<file path="src/rtl/uart_rx_os.sv">
// Oversampling UART receiver: 2-FF synchroniser, 3-sample majority vote, one-entry valid/ready output register.
// Optional break detection is compiled in when UART_RX_BREAK_EN is defined.
module uart_rx_os #(
  parameter int CLK_FREQ   = 30_000_000,
  parameter int BAUD       = 9600,
  parameter int DATA_BITS  = 8,
  parameter int PARITY     = 0,
  parameter int STOP_BITS  = 1,
  parameter int OVERSAMPLE = 16
) (
  input  logic                 clk,
  input  logic                 rst_n,
  input  logic                 rx,
  output logic [DATA_BITS-1:0] rx_data,
  output logic                 rx_valid,
  input  logic                 rx_ready,
  output logic                 parity_err,
  output logic                 frame_err,
  output logic                 overrun,
  output logic                 break_det,
  output logic                 busy
);

  localparam int DIV = CLK_FREQ / (BAUD * OVERSAMPLE);
  localparam int DW  = $clog2(DIV) + 1;
  localparam int SW  = $clog2(OVERSAMPLE);
  localparam logic [DW-1:0] DIV_LAST  = DW'(DIV - 1);
  localparam logic [SW-1:0] S_LO      = SW'(OVERSAMPLE / 2 - 1);
  localparam logic [SW-1:0] S_MID     = SW'(OVERSAMPLE / 2);
  localparam logic [SW-1:0] S_HI      = SW'(OVERSAMPLE / 2 + 1);
  localparam logic [SW-1:0] S_LAST    = SW'(OVERSAMPLE - 1);
  localparam logic [3:0]    LAST_DATA = 4'(DATA_BITS - 1);
  localparam logic [3:0]    LAST_STOP = 4'(STOP_BITS - 1);
`ifdef UART_RX_BREAK_EN
  localparam bit BRK_EN = 1'b1;
`else
  localparam bit BRK_EN = 1'b0;
`endif

  typedef enum logic [2:0] {ST_IDLE, ST_START, ST_DATA, ST_PAR, ST_STOP} state_e;

  function automatic logic maj3(input logic a, input logic b, input logic c);
    return (a & b) | (a & c) | (b & c);
  endfunction

  function automatic logic par_exp(input logic [DATA_BITS-1:0] d);
    return (PARITY == 2) ? ~^d : ^d;
  endfunction

  state_e               state_q, state_d;
  logic                 rx_meta_q, rx_meta_d, rxs_q, rxs_d, rxs_prev_q, rxs_prev_d;
  logic [1:0]           vld_q, vld_d, smp_q, smp_d;
  logic [DW-1:0]        div_q, div_d;
  logic [SW-1:0]        s_q, s_d;
  logic [3:0]           bit_q, bit_d;
  logic [DATA_BITS-1:0] data_q, data_d, rx_data_q, rx_data_d;
  logic                 pbad_q, pbad_d, fbad_q, fbad_d, zero_q, zero_d;
  logic                 brk_q, brk_d, brkw_q, brkw_d, done_q, done_d;
  logic                 rx_valid_q, rx_valid_d, parity_err_q, parity_err_d;
  logic                 frame_err_q, frame_err_d, overrun_q, overrun_d, break_det_q, break_det_d;
  logic                 tick_s, start_s, dec_s, maj_s, zero_fin_s, xfer_s, load_s;

  // Receive FSM, tick/sample counters and frame capture.
  always_comb begin
    rx_meta_d  = rx;
    rxs_d      = rx_meta_q;
    vld_d      = {vld_q[0], 1'b1};
    // The previous-sample flop stays 0 until the synchroniser holds a genuine line value,
    // so a line held low out of reset never produces a falling edge.
    rxs_prev_d = vld_q[1] ? rxs_q : 1'b0;
    state_d    = state_q;
    s_d        = s_q;
    bit_d      = bit_q;
    smp_d      = smp_q;
    data_d     = data_q;
    pbad_d     = pbad_q;
    fbad_d     = fbad_q;
    zero_d     = zero_q;
    brk_d      = 1'b0;
    brkw_d     = brkw_q;
    done_d     = 1'b0;
    tick_s     = (div_q == DIV_LAST);
    start_s    = (state_q == ST_IDLE) && !brkw_q && rxs_prev_q && !rxs_q;
    dec_s      = tick_s && (state_q != ST_IDLE) && (s_q == S_HI);
    maj_s      = maj3(smp_q[0], smp_q[1], rxs_q);
    zero_fin_s = zero_q & ~maj_s;

    if (start_s || tick_s) begin
      div_d = {DW{1'b0}};
    end else begin
      div_d = div_q + DW'(1);
    end

    if ((state_q != ST_IDLE) && tick_s) begin
      s_d = (s_q == S_LAST) ? {SW{1'b0}} : s_q + SW'(1);
      if (s_q == S_LO) begin
        smp_d[0] = rxs_q;
      end else if (s_q == S_MID) begin
        smp_d[1] = rxs_q;
      end else begin
        smp_d = smp_q;
      end
    end else begin
      smp_d = smp_q;
    end

    case (state_q)
      ST_IDLE: begin
        if (brkw_q) begin
          // After a break, re-arm only once the line has been high for a whole bit time.
          if (!rxs_q) begin
            s_d = {SW{1'b0}};
          end else if (tick_s) begin
            s_d    = (s_q == S_LAST) ? {SW{1'b0}} : s_q + SW'(1);
            brkw_d = (s_q != S_LAST);
          end else begin
            s_d = s_q;
          end
        end else if (start_s) begin
          state_d = ST_START;
          s_d     = {SW{1'b0}};
          pbad_d  = 1'b0;
          fbad_d  = 1'b0;
          zero_d  = 1'b1;
        end else begin
          s_d = {SW{1'b0}};
        end
      end
      ST_START: begin
        if (dec_s) begin
          if (maj_s) begin
            state_d = ST_IDLE;
            s_d     = {SW{1'b0}};
          end else begin
            state_d = ST_DATA;
            bit_d   = 4'd0;
          end
        end else begin
          state_d = ST_START;
        end
      end
      ST_DATA: begin
        if (dec_s) begin
          data_d = {maj_s, data_q[DATA_BITS-1:1]};
          zero_d = zero_fin_s;
          if (bit_q == LAST_DATA) begin
            bit_d   = 4'd0;
            state_d = (PARITY != 0) ? ST_PAR : ST_STOP;
          end else begin
            bit_d = bit_q + 4'd1;
          end
        end else begin
          state_d = ST_DATA;
        end
      end
      ST_PAR: begin
        if (dec_s) begin
          pbad_d  = (maj_s != par_exp(data_q));
          zero_d  = zero_fin_s;
          bit_d   = 4'd0;
          state_d = ST_STOP;
        end else begin
          state_d = ST_PAR;
        end
      end
      ST_STOP: begin
        if (dec_s) begin
          fbad_d = fbad_q | ~maj_s;
          zero_d = zero_fin_s;
          if (bit_q == LAST_STOP) begin
            state_d = ST_IDLE;
            s_d     = {SW{1'b0}};
            bit_d   = 4'd0;
            done_d  = 1'b1;
            brk_d   = BRK_EN & zero_fin_s;
            brkw_d  = BRK_EN & zero_fin_s;
          end else begin
            bit_d = bit_q + 4'd1;
          end
        end else begin
          state_d = ST_STOP;
        end
      end
      default: begin
        state_d = ST_IDLE;
        s_d     = {SW{1'b0}};
      end
    endcase
  end

  // Output register: load one clock after the frame completes, otherwise drain on handshake.
  always_comb begin
    xfer_s       = rx_valid_q & rx_ready;
    load_s       = done_q & ~(BRK_EN & brk_q);
    rx_data_d    = rx_data_q;
    parity_err_d = parity_err_q;
    frame_err_d  = frame_err_q;
    rx_valid_d   = rx_valid_q & ~xfer_s;
    overrun_d    = overrun_q & ~xfer_s;
    break_det_d  = BRK_EN & done_q & brk_q;
    if (load_s) begin
      if (!rx_valid_q || rx_ready) begin
        rx_data_d    = data_q;
        parity_err_d = pbad_q;
        frame_err_d  = fbad_q;
        rx_valid_d   = 1'b1;
      end else begin
        overrun_d = 1'b1;
      end
    end else begin
      rx_data_d = rx_data_q;
    end
  end

  // State register with synchronous active-low reset.
  always_ff @(posedge clk) begin
    if (!rst_n) begin
      rx_meta_q    <= 1'b1;
      rxs_q        <= 1'b1;
      rxs_prev_q   <= 1'b0;
      vld_q        <= 2'b00;
      state_q      <= ST_IDLE;
      div_q        <= {DW{1'b0}};
      s_q          <= {SW{1'b0}};
      bit_q        <= 4'd0;
      smp_q        <= 2'b00;
      data_q       <= {DATA_BITS{1'b0}};
      pbad_q       <= 1'b0;
      fbad_q       <= 1'b0;
      zero_q       <= 1'b0;
      brk_q        <= 1'b0;
      brkw_q       <= 1'b0;
      done_q       <= 1'b0;
      rx_data_q    <= {DATA_BITS{1'b0}};
      rx_valid_q   <= 1'b0;
      parity_err_q <= 1'b0;
      frame_err_q  <= 1'b0;
      overrun_q    <= 1'b0;
      break_det_q  <= 1'b0;
    end else begin
      rx_meta_q    <= rx_meta_d;
      rxs_q        <= rxs_d;
      rxs_prev_q   <= rxs_prev_d;
      vld_q        <= vld_d;
      state_q      <= state_d;
      div_q        <= div_d;
      s_q          <= s_d;
      bit_q        <= bit_d;
      smp_q        <= smp_d;
      data_q       <= data_d;
      pbad_q       <= pbad_d;
      fbad_q       <= fbad_d;
      zero_q       <= zero_d;
      brk_q        <= brk_d;
      brkw_q       <= brkw_d;
      done_q       <= done_d;
      rx_data_q    <= rx_data_d;
      rx_valid_q   <= rx_valid_d;
      parity_err_q <= parity_err_d;
      frame_err_q  <= frame_err_d;
      overrun_q    <= overrun_d;
      break_det_q  <= break_det_d;
    end
  end

  assign rx_data    = rx_data_q;
  assign rx_valid   = rx_valid_q;
  assign parity_err = parity_err_q;
  assign frame_err  = frame_err_q;
  assign overrun    = overrun_q;
  assign break_det  = break_det_q;
  assign busy       = (state_q != ST_IDLE);

endmodule
</file>
<file path="config.mk">
export PLATFORM = sky130hd
export DESIGN_NAME = uart_rx_os
export DESIGN_NICKNAME = d
export VERILOG_FILES = /design/src/rtl/uart_rx_os.sv
export SDC_FILE = /design/constraint.sdc
export NUM_CORES = 1
export LEC_CHECK = 0
export ABC_AREA = 0
export CAP_MARGIN = 20
export CORE_MARGIN = 2
export CORE_UTILIZATION = 55
export DETAILED_ROUTE_END_ITERATION = 7
export PLACE_DENSITY = 0.81
export SETUP_SLACK_MARGIN = 0.3
export SKIP_CTS_REPAIR_TIMING = 1
export SYNTH_ARGS = -nofsm -noshare
export SYNTH_HDL_FRONTEND = slang
export SYNTH_SLANG_ARGS = --single-unit
</file>
<file path="constraint.sdc">
create_clock -name clk -period 2 [get_ports clk]
set_clock_uncertainty 0.05 [all_clocks]
set_input_delay 0.3 -clock clk [delete_from_list [all_inputs] [get_ports clk]]
set_output_delay 0.3 -clock clk [all_outputs]
set_load 0.03 [all_outputs]
</file>
=== After elaboration in Yosys (flattened, before gate mapping) ===
Cells that the tools add are included.

* Register bits after elaboration: 51
* Bits of input ports: 4
* Word-level logic and storage cells: 136

* Add/subtract/negate cells: 3
* Equal/unequal tests: 23
* Muxes and demuxes: 46
* Bitwise gates (word level): 13
* Reductions and logical operators: 30

{| class="wikitable"
|+ Operators with widths
! operator !! count
|-
| two-way mux 4 bit || 16
|-
| case mux 4 bit (4 select lines) || 2
|-
| two-way mux 3 bit || 8
|-
| inequality test 2 bit, second input constant || 8
|-
| two-way mux 1 bit || 15
|-
| case mux 3 bit (5 select lines) || 1
|-
| equality test 4 bit, second input constant || 3
|-
| AND reduction 4 bit || 3
|-
| adder 9 x 1 -> 9 bit, second input constant || 1
|-
| equality test 9 x 8 -> 1 bit, second input constant || 1
|-
| AND reduction 3 bit || 3
|-
| adder 4 x 1 -> 4 bit, second input constant || 2
|-
| equality test 4 x 3 -> 1 bit, second input constant || 2
|-
| inequality test 4 bit, second input constant || 2
|-
| AND reduction 2 bit || 4
|-
| parity 8 bit || 1
|-
| AND 1 bit || 6
|-
| equality test 3 x 2 -> 1 bit, second input constant || 2
|-
| inequality test 3 bit, second input constant || 2
|-
| case mux 1 bit (2 select lines) || 3
|-
| AND reduction 6 bit || 1
|-
| logical AND 1 bit || 5
|-
| logical NOT 4 bit || 1
|-
| NOT 1 bit || 4
|-
| other kinds (12) || 19
|}

=== Depth between registers and ports, before layout ===
Gate-level depths: netlist (run 1).

* Word-level depth: 7
* Depth in mapped cells: 8
* Depth with buffers taken out: 7

=== Least setup slack after synthesis (run 1) ===
No wires, ideal clock.

* Path kind: flip-flop to flip-flop
* Start point: reg state_q[1]
* End point: reg fbad_q
* Setup time: 0.115 ns
* Arrival: 1.712 ns
* Required time: 1.835 ns
* Setup slack: 0.123 ns
* Stages on the path, launching flop included: 9
* Buffers on the path: 2
* Clock period less this slack: 1.877 ns
* Cells stage by stage: dfxtp_1 -> buf_2 -> nor3_4 -> inv_1 -> and4_2 -> clkbuf_1 -> mux2i_1 -> nor3_1 -> o21a_1

{| class="wikitable"
|+ RTL lines
! element !! line !! text
|-
| start: declaration || 50 || <nowiki>state_e state_q, state_d;</nowiki>
|-
| start signal: assignment || 245 || <nowiki>state_q <= state_d;</nowiki>
|-
| nonzero test 3 bit || -- ||
|-
| via busy || 21 || <nowiki>output logic busy</nowiki>
|-
| logical AND 1 bit (2 in a row) || 84 || <nowiki>dec_s = tick_s && (state_q != ST_IDLE) && (s_q == S_HI);</nowiki>
|-
| inequality test 2 bit (no source line) || -- ||
|-
| AND reduction 4 bit (no source line) || -- ||
|-
| end signal: assignment || 229 || <nowiki>fbad_q <= 1'b0;</nowiki>
|-
| end signal: assignment || 252 || <nowiki>fbad_q <= fbad_d;</nowiki>
|-
| end: declaration || 57 || <nowiki>logic pbad_q, pbad_d, fbad_q, fbad_d, zero_q, zero_d;</nowiki>
|}

The timed path passes the listed nets, and every way through them passes these cells.
A chain may end at the register's enable or synchronous reset.

=== Worst setup path after layout (run 1) ===
* Start point: reg state_q[1]
* End point: reg bit_q[3]

* Cells in the longest elaborated chain, start to end: 5

{| class="wikitable"
|+ RTL lines
! element !! line !! text
|-
| nonzero test 3 bit || 84 ||
|-
| logical AND 1 bit (2 in a row) || 84 ||
|-
| inequality test 2 bit (no source line) || -- ||
|-
| AND reduction 6 bit (no source line) || -- ||
|-
| end signal: assignment || 248 || <nowiki>bit_q <= bit_d;</nowiki>
|-
| end: declaration || 55 || <nowiki>logic [3:0] bit_q, bit_d;</nowiki>
|}

Several ways; a longest one is shown, not always the timed one.

==> summary.txt, run 1 <==
Clocking
  • CTS tree: built
  • Clock Latency Late Sink: ~0.31 ns
  • # H-tree levels: 2
  • CTS root buffer: clkbuf_8
  • Worst-path clk slew: about 0.09 ns
  • CTS Sinks: 51
  • CTS max path bufs: 2
  • Clock buffer count from CTS: 5

Hold path
  • Worst hold path class: reg -> reg

Setup path
  • Worst reg2reg setup slack: 0.09 ns
  • CP Launch Type: flop
  • Critical R2R Capture: bit_q[3]$_SDFFE_PN0P_
  • Setup CP Type: reg -> reg
  • Crit-path max FO: 6
  • FF-to-FF path depth: 6
  • WP data arrival: 2.06 ns
  • CP Capture Type: flop
  • R2R Path Start: state_q[1]$_SDFFE_PN0P_
  • CP endpoint: bit_q[3]$_SDFFE_PN0P_
  • CP Launch Point: state_q[1]$_SDFFE_PN0P_
  • Critical path required time: 2.15 ns

Synth
  • Netlist Area Pre-Place: 2530 um^2
  • Syn Inst Count: 271
  • Top_reg_cell synth: dfxtp_1
  • #FFs+latches synth: 51
  • Synth unique cells: 60
  • Post-synthesis sequential area ratio: 40.4%
  • Post-synth EDFFs: 0
  • Async S/R FF share, synth: 0%
  • Mapped Nets: 282
  • Synth Warn #: 0
  • Mean Syn Cell Area: approximately 9.3 um^2

STA
  • Pins Over Slew Limit: 0
  • Final setup viols: 0
  • RSZ-0062 raised after global routing: true
  • Final worst path period need: 1.91 ns
  • Final worst slack: 0.0925 ns
  • Final-report hold violation count: 0
  • Achievable Freq: 524 MHz
  • Share of the cycle needed by the critical path after routing: 95.4%

Finish
  • Final instance area: 3080 um^2
  • Nets: 315
  • Area grow syn2layout: 21.7%
  • Most frequent cells in the layout: dfxtp_1, nor2_1, mux2i_1
  • Area of the multi-input gates: about 1500 um^2
  • FF+latch area: 1030 um^2
  • Most common cell after layout, fill and taps aside: dfxtp_1
  • Share of layout cells above drive strength 1: a little over a fifth
  • Layout fillers: 329
  • Ant diodes: 0

Flow run
  • Max-cap violation count: 0

Drt
  • Final WL: 5.55 mm
  • Via Count: 2115
  • Highest routed layer: met4
  • Post-route ant nets: 0
  • 1st-iter DRT viols: 213
  • Met2 WL post-DR: approximately 2.6 mm
  • Wire per inst: 15.5 um
  • DRT Pass-1 Iters: 4
  • Met3 WL post-DR: 223 um
  • Detailed-route vias per instance: 5.92
  • Met1 Wirelength: 2.57 mm
  • DRC: 0

Place
  • HPWL Detailed: 3.61 mm
  • Setup WS pre-CTS: approximately 0.09 ns
  • IO Port Bufs: 16
  • Placed Area: 2850 um^2
  • Final GP Congestion: 0.907

Pwr
  • Pwr per Cell Area: 554 nW/um^2
  • IR drop worst, VDD: between 0.4 and 0.5 mV
  • Static leakage: 1.51 nW

Global routing
  • Largest net degree at the start of global routing: 26
  • First-pass GRT wire length: 8.39 mm
  • Grt total ovfl: 0
  • Initial antenna violation count: 0
  • Total GRT Usage: 20.5%
  • Vias in the first global route: 1813

Die
  • Core area: about 4400 um^2
  • DIE AREA: slightly above 5000 um^2
  • Die height: about 72 um
  • Row count: 24
  • Initial core utilization: 57.7%
  • # IOs: 18
  • Die Wd: 71.8 um

Run status
  • Status: complete, no violations
[power breakdown]
group | internal [mW] | switching (mW) | total [mW]
registers | 1.03 | 0.0115 | 1.04
clock network | 0.247 | 0.345 | 0.592
logic | 0.0331 | 0.0434 | 0.0765
total | 1.31 | 0.400 | 1.71
[kinds of logic after synthesis]
kind of cell | after synthesis | synth area share [%]
flip-flops | 51 | 40.4
buffers and inverters | 26 | 4.55
other | 1 | 0.148
XOR/XNOR | 17 | 5.89
AO/OA/AOI/OAI | 43 | 12.7
multiplexers | 24 | 9.50
AND/OR/NAND/NOR | 101 | 23.0
adder cells (fa/ha/maj) | 8 | 3.86
[metrics by stage]
stage          hold slack, ns  util [%]  setup TNS (ns)  cells  power (mW)
3_3_place_gp            0.339      65.1               0    345        1.13
4_1_cts                 0.366      67.1         -0.0532    353        1.72
5_1_grt                 0.372      70.2        -0.00537    357        1.76
6_report                0.363      70.2               0    357        1.71
2_1_floorplan           0.278         -               0    271        1.11
3_5_place_dp            0.344      65.1               0    345        1.13
[critical path, stage by stage, from the launching register on]
cell	delay [ns]
dfxtp_1	0.42
buf_4	0.21
inv_1	0.08
nand2_1	0.21
a221oi_4	0.53
a21oi_1	0.12
a31o_1	0.19
[cells in the mapped netlist (3+ instances only)]
cell type | number | share of area, %
a211oi_1 | 3 | 0.89
a21oi_1 | 13 | 2.6
a31oi_1 | 3 | 0.74
and3_1 | 3 | 0.74
buf_2 | 5 | 0.99
clkbuf_1 | 4 | 0.59
dfxtp_1 | 51 | 40
ha_1 | 7 | 3.5
inv_1 | 13 | 1.9
mux2i_1 | 24 | 9.5
nand2_1 | 11 | 1.6
nand2b_1 | 5 | 1.2
nand3_1 | 7 | 1.4
nand4_1 | 5 | 1.2
nor2_1 | 41 | 6.1
nor3_1 | 3 | 0.59
nor4_1 | 3 | 0.74
o21ai_0 | 5 | 0.99
xnor2_1 | 10 | 3.5
xor2_1 | 7 | 2.4
[state kept, by name, summed over array words and instances (netlist names)]
register and cells:
rx_meta_q 1, overrun 1, s_q 4, smp_q 2
rx_valid 1, state_q 3, data_q 8, brkw_q 1
done_q 1, fbad_q 1, pbad_q 1, div_q 9
rx_data 8, rxs_prev_q 1, parity_err 1, bit_q 4
frame_err 1, vld_q 2, rxs_q 1
[final cells by class]
class | instances | area share, %
Clock buffer | 5 | 2.24
Clock inverter | 3 | 0.610
Inverter | 13 | 1.59
Multi-Input combinational cell | 194 | 48.2
Sequential cell | 51 | 33.4
Tap cell | 52 | 2.11
Timing Repair Buffer | 39 | 11.9
[worst min-delay path by stage]
stage / from / to / cells after the start
2_1_floorplan: rst_n / vld_q[0]$_DFF_P_ / 0
3_3_place_gp: rx_meta_q$_SDFF_PN1_ / rxs_q$_SDFF_PN1_ / 1
3_5_place_dp: rx_meta_q$_SDFF_PN1_ / rxs_q$_SDFF_PN1_ / 1
4_1_cts: rx_meta_q$_SDFF_PN1_ / rxs_q$_SDFF_PN1_ / 1
5_1_grt: rx_meta_q$_SDFF_PN1_ / rxs_q$_SDFF_PN1_ / 1
6_report: rx_meta_q$_SDFF_PN1_ / rxs_q$_SDFF_PN1_ / 1
[per-layer routing]
layer / up-vias / GRT usage [%]
li1: 1022 / -
met1: 1012 / 27.6
met2: 59 / 31.2
met3: 22 / 4.22
met4: 0 / 10.3
met5: - / 0
No activity file was read; power rests on OpenSTA's default activity.
==> run 2, diff against run 1 <==
--- a/config.mk
+++ b/config.mk
@@ -10,6 +10,7 @@
 export CORE_MARGIN = 2
 export CORE_UTILIZATION = 55
 export DETAILED_ROUTE_END_ITERATION = 7
+export MAX_ROUTING_LAYER = met4
 export PLACE_DENSITY = 0.81
 export SETUP_SLACK_MARGIN = 0.3
 export SKIP_CTS_REPAIR_TIMING = 1
==> summary.txt, run 2 (synthesis gave the netlist of run 1 again) <==
Finish
  • Finished Core Util: between 60% and 70%
  • Nets: between 300 and 400
  • Most frequent cells in the layout: dfxtp_1, nor2_1, mux2i_1
  • Most common cell after layout, fill and taps aside: dfxtp_1
  • Ant diodes: 0
  • Final instance area: 3050 um^2
  • Max reg flops: 9
  • Biggest register: div_q
  • Area grow syn2layout: 20.6%
  • Share of layout cells above drive strength 1: around 19%

Clocking
  • CTS root buffer: clkbuf_8
  • Clock Latency Late Sink: 0.30 ns
  • Clock buffer count from CTS: 5
  • CTS Sinks: roughly 50
  • Worst-path clk slew: around 0.09 ns
  • CTS max path bufs: 2
  • CTS tree: built
  • # H-tree levels: 2

Setup path
  • CP max stage delay: 0.37 ns
  • Crit-path max FO: 6
  • Worst reg2reg setup slack: 0.11 ns
  • Critical path required time: 2.15 ns
  • WP data arrival: between 2 and 2.5 ns
  • Worst path cell trace: inv_2 > ha_4 > nor4b_4 > nand3_4 > buf_6 > a221oi_4 > a21oi_2 > a31o_1
  • CP Capture Type: flop
  • Critical R2R Capture: bit_q[3]$_SDFFE_PN0P_
  • FF-to-FF path depth: 8
  • CP Launch Type: flop
  • Slowest CP cell: dfxtp_4
  • Setup CP Type: reg -> reg
  • R2R Path Start: div_q[0]$_SDFF_PP0_

Die
  • Die Wd: a little over 70 um
  • Initial core utilization: 57.7%
  • DIE AREA: 5160 um^2
  • Row count: 24
  • Core area: 4380 um^2
  • # IOs: 18
  • Die height: slightly above 70 um

Drt
  • Post-route ant nets: 0
  • Via Count: 2101
  • Wire per inst: 16.0 um
  • Final WL: 5.67 mm
  • DRT Pass-1 Iters: 4
  • Detailed-route vias per instance: 5.94
  • 1st-iter DRT viols: 161
  • DRC: 0

Pwr
  • Gate power share: 4.8%
  • Net Sw Power: roughly 390 uW
  • Pwr per Cell Area: 596 nW/um^2
  • Clock group share of total power: roughly two fifths
  • Static leakage: between 1 and 1.5 nW
  • Switch share: 21.2%
  • Internal: between 1 and 1.5 mW
  • IR drop worst, VDD: 0.476 mV
  • Seq pwr share: 57.0%

Global routing
  • Initial antenna violation count: 0
  • Grt total ovfl: 0
  • First-pass GRT wire length: approximately 9.0 mm
  • Largest net degree at the start of global routing: 26
  • Total GRT Usage: between 20% and 30%
  • Vias in the first global route: between 1500 and 2000

STA
  • Pins Over Slew Limit: 0
  • Final-report hold violation count: 0
  • Achievable Freq: 529 MHz
  • Share of the cycle needed by the critical path after routing: 94.6%
  • RSZ-0062 raised after global routing: true
  • Final setup viols: 0
  • Final worst path period need: 1.89 ns

Place
  • IO Port Bufs: 16
  • HPWL Detailed: 3.77 mm
  • Final GP Congestion: 0.959
  • Placed Area: 2850 um^2

Hold path
  • Worst Hold Launch: rx_meta_q$_SDFF_PN1_
  • Hold Path End: rxs_q$_SDFF_PN1_
  • WHS Path Cells: 1
  • Worst hold path class: reg -> reg

Flow run
  • Max-cap violation count: 0

Run status
  • Status: complete, no violations
## run 2: cell type report
| type | instances | area [um^2] |
|---|---|---|
| Multi-Input combinational cell | 194 | 1460 |
| Fill cell | 327 | 1330 |
| Sequential cell | 51 | 1030 |
| Timing Repair Buffer | 37 | 348 |
| Clock buffer | 6 | 72.6 |
| Tap cell | 52 | 65.1 |
| Inverter | 13 | 48.8 |
| Clock inverter | 1 | 30.0 |
## run 2: worst max-delay path by stage
| stage | start | cells past startpoint | slack [ns] | to |
|---|---|---|---|---|
| CTS | state_q[1]$_SDFFE_PN0P_ | 3 | -0.04 | busy |
| global route | div_q[0]$_SDFF_PP0_ | 8 | -0.06 | s_q[1]$_SDFFE_PN0P_ |
| floorplan | div_q[0]$_SDFF_PP0_ | 8 | 0.21 | data_q[5]$_SDFFE_PN0P_ |
| global placement | div_q[1]$_SDFF_PP0_ | 6 | 0.13 | data_q[4]$_SDFFE_PN0P_ |
| detailed placement | div_q[0]$_SDFF_PP0_ | 7 | 0.11 | data_q[4]$_SDFFE_PN0P_ |
| finish | div_q[0]$_SDFF_PP0_ | 8 | 0.11 | bit_q[3]$_SDFFE_PN0P_ |
## run 2: power groups by stage
stage                     Combinational [mW]  Sequential, mW  Clock, mW
after global routing                  0.0973            1.04      0.745
after floorplan                       0.0484            1.06          0
final                                 0.0875            1.04      0.694
after CTS                             0.0778            1.04      0.705
after detailed placement              0.0771            1.06          0
after global placement                0.0753            1.06          0
## run 2: worst max-delay path: cells and delay by family, from the launching register on
kind,cells,cell delay (ns)
buffers and inverters,2,0.21
adder cells (fa/ha/maj),1,0.12
AO/OA/AOI/OAI,3,0.63
flip-flops,1,0.37
AND/OR/NAND/NOR,2,0.40
## run 2: per-stage QoR
| step | hold WS, ns | power [mW] | cells | setup TNS, ns | setup WS, ns |
|---|---|---|---|---|---|
| CTS | 0.382 | 1.82 | 351 | -0.0413 | -0.0413 |
| global route | 0.409 | 1.88 | 354 | -0.110 | -0.0584 |
| global placement | 0.341 | 1.13 | 344 | 0 | 0.131 |
| finish | 0.373 | 1.82 | 354 | 0 | 0.109 |
| floorplan | 0.278 | 1.11 | 271 | 0 | 0.214 |
| detailed placement | 0.361 | 1.14 | 344 | 0 | 0.108 |
## run 2: layer usage
metal / wire (um) / part of all wire [%] / global-route usage (%) / vias to the layer above
met1: 2590 / 46 / 29.7 / 1018
li1: - / - / - / 1018
met5: 0 / 0 / - / -
met4: 116 / 2.0 / 10.1 / 0
met3: 207 / 3.7 / 4.08 / 13
met2: 2760 / 49 / 35.0 / 52
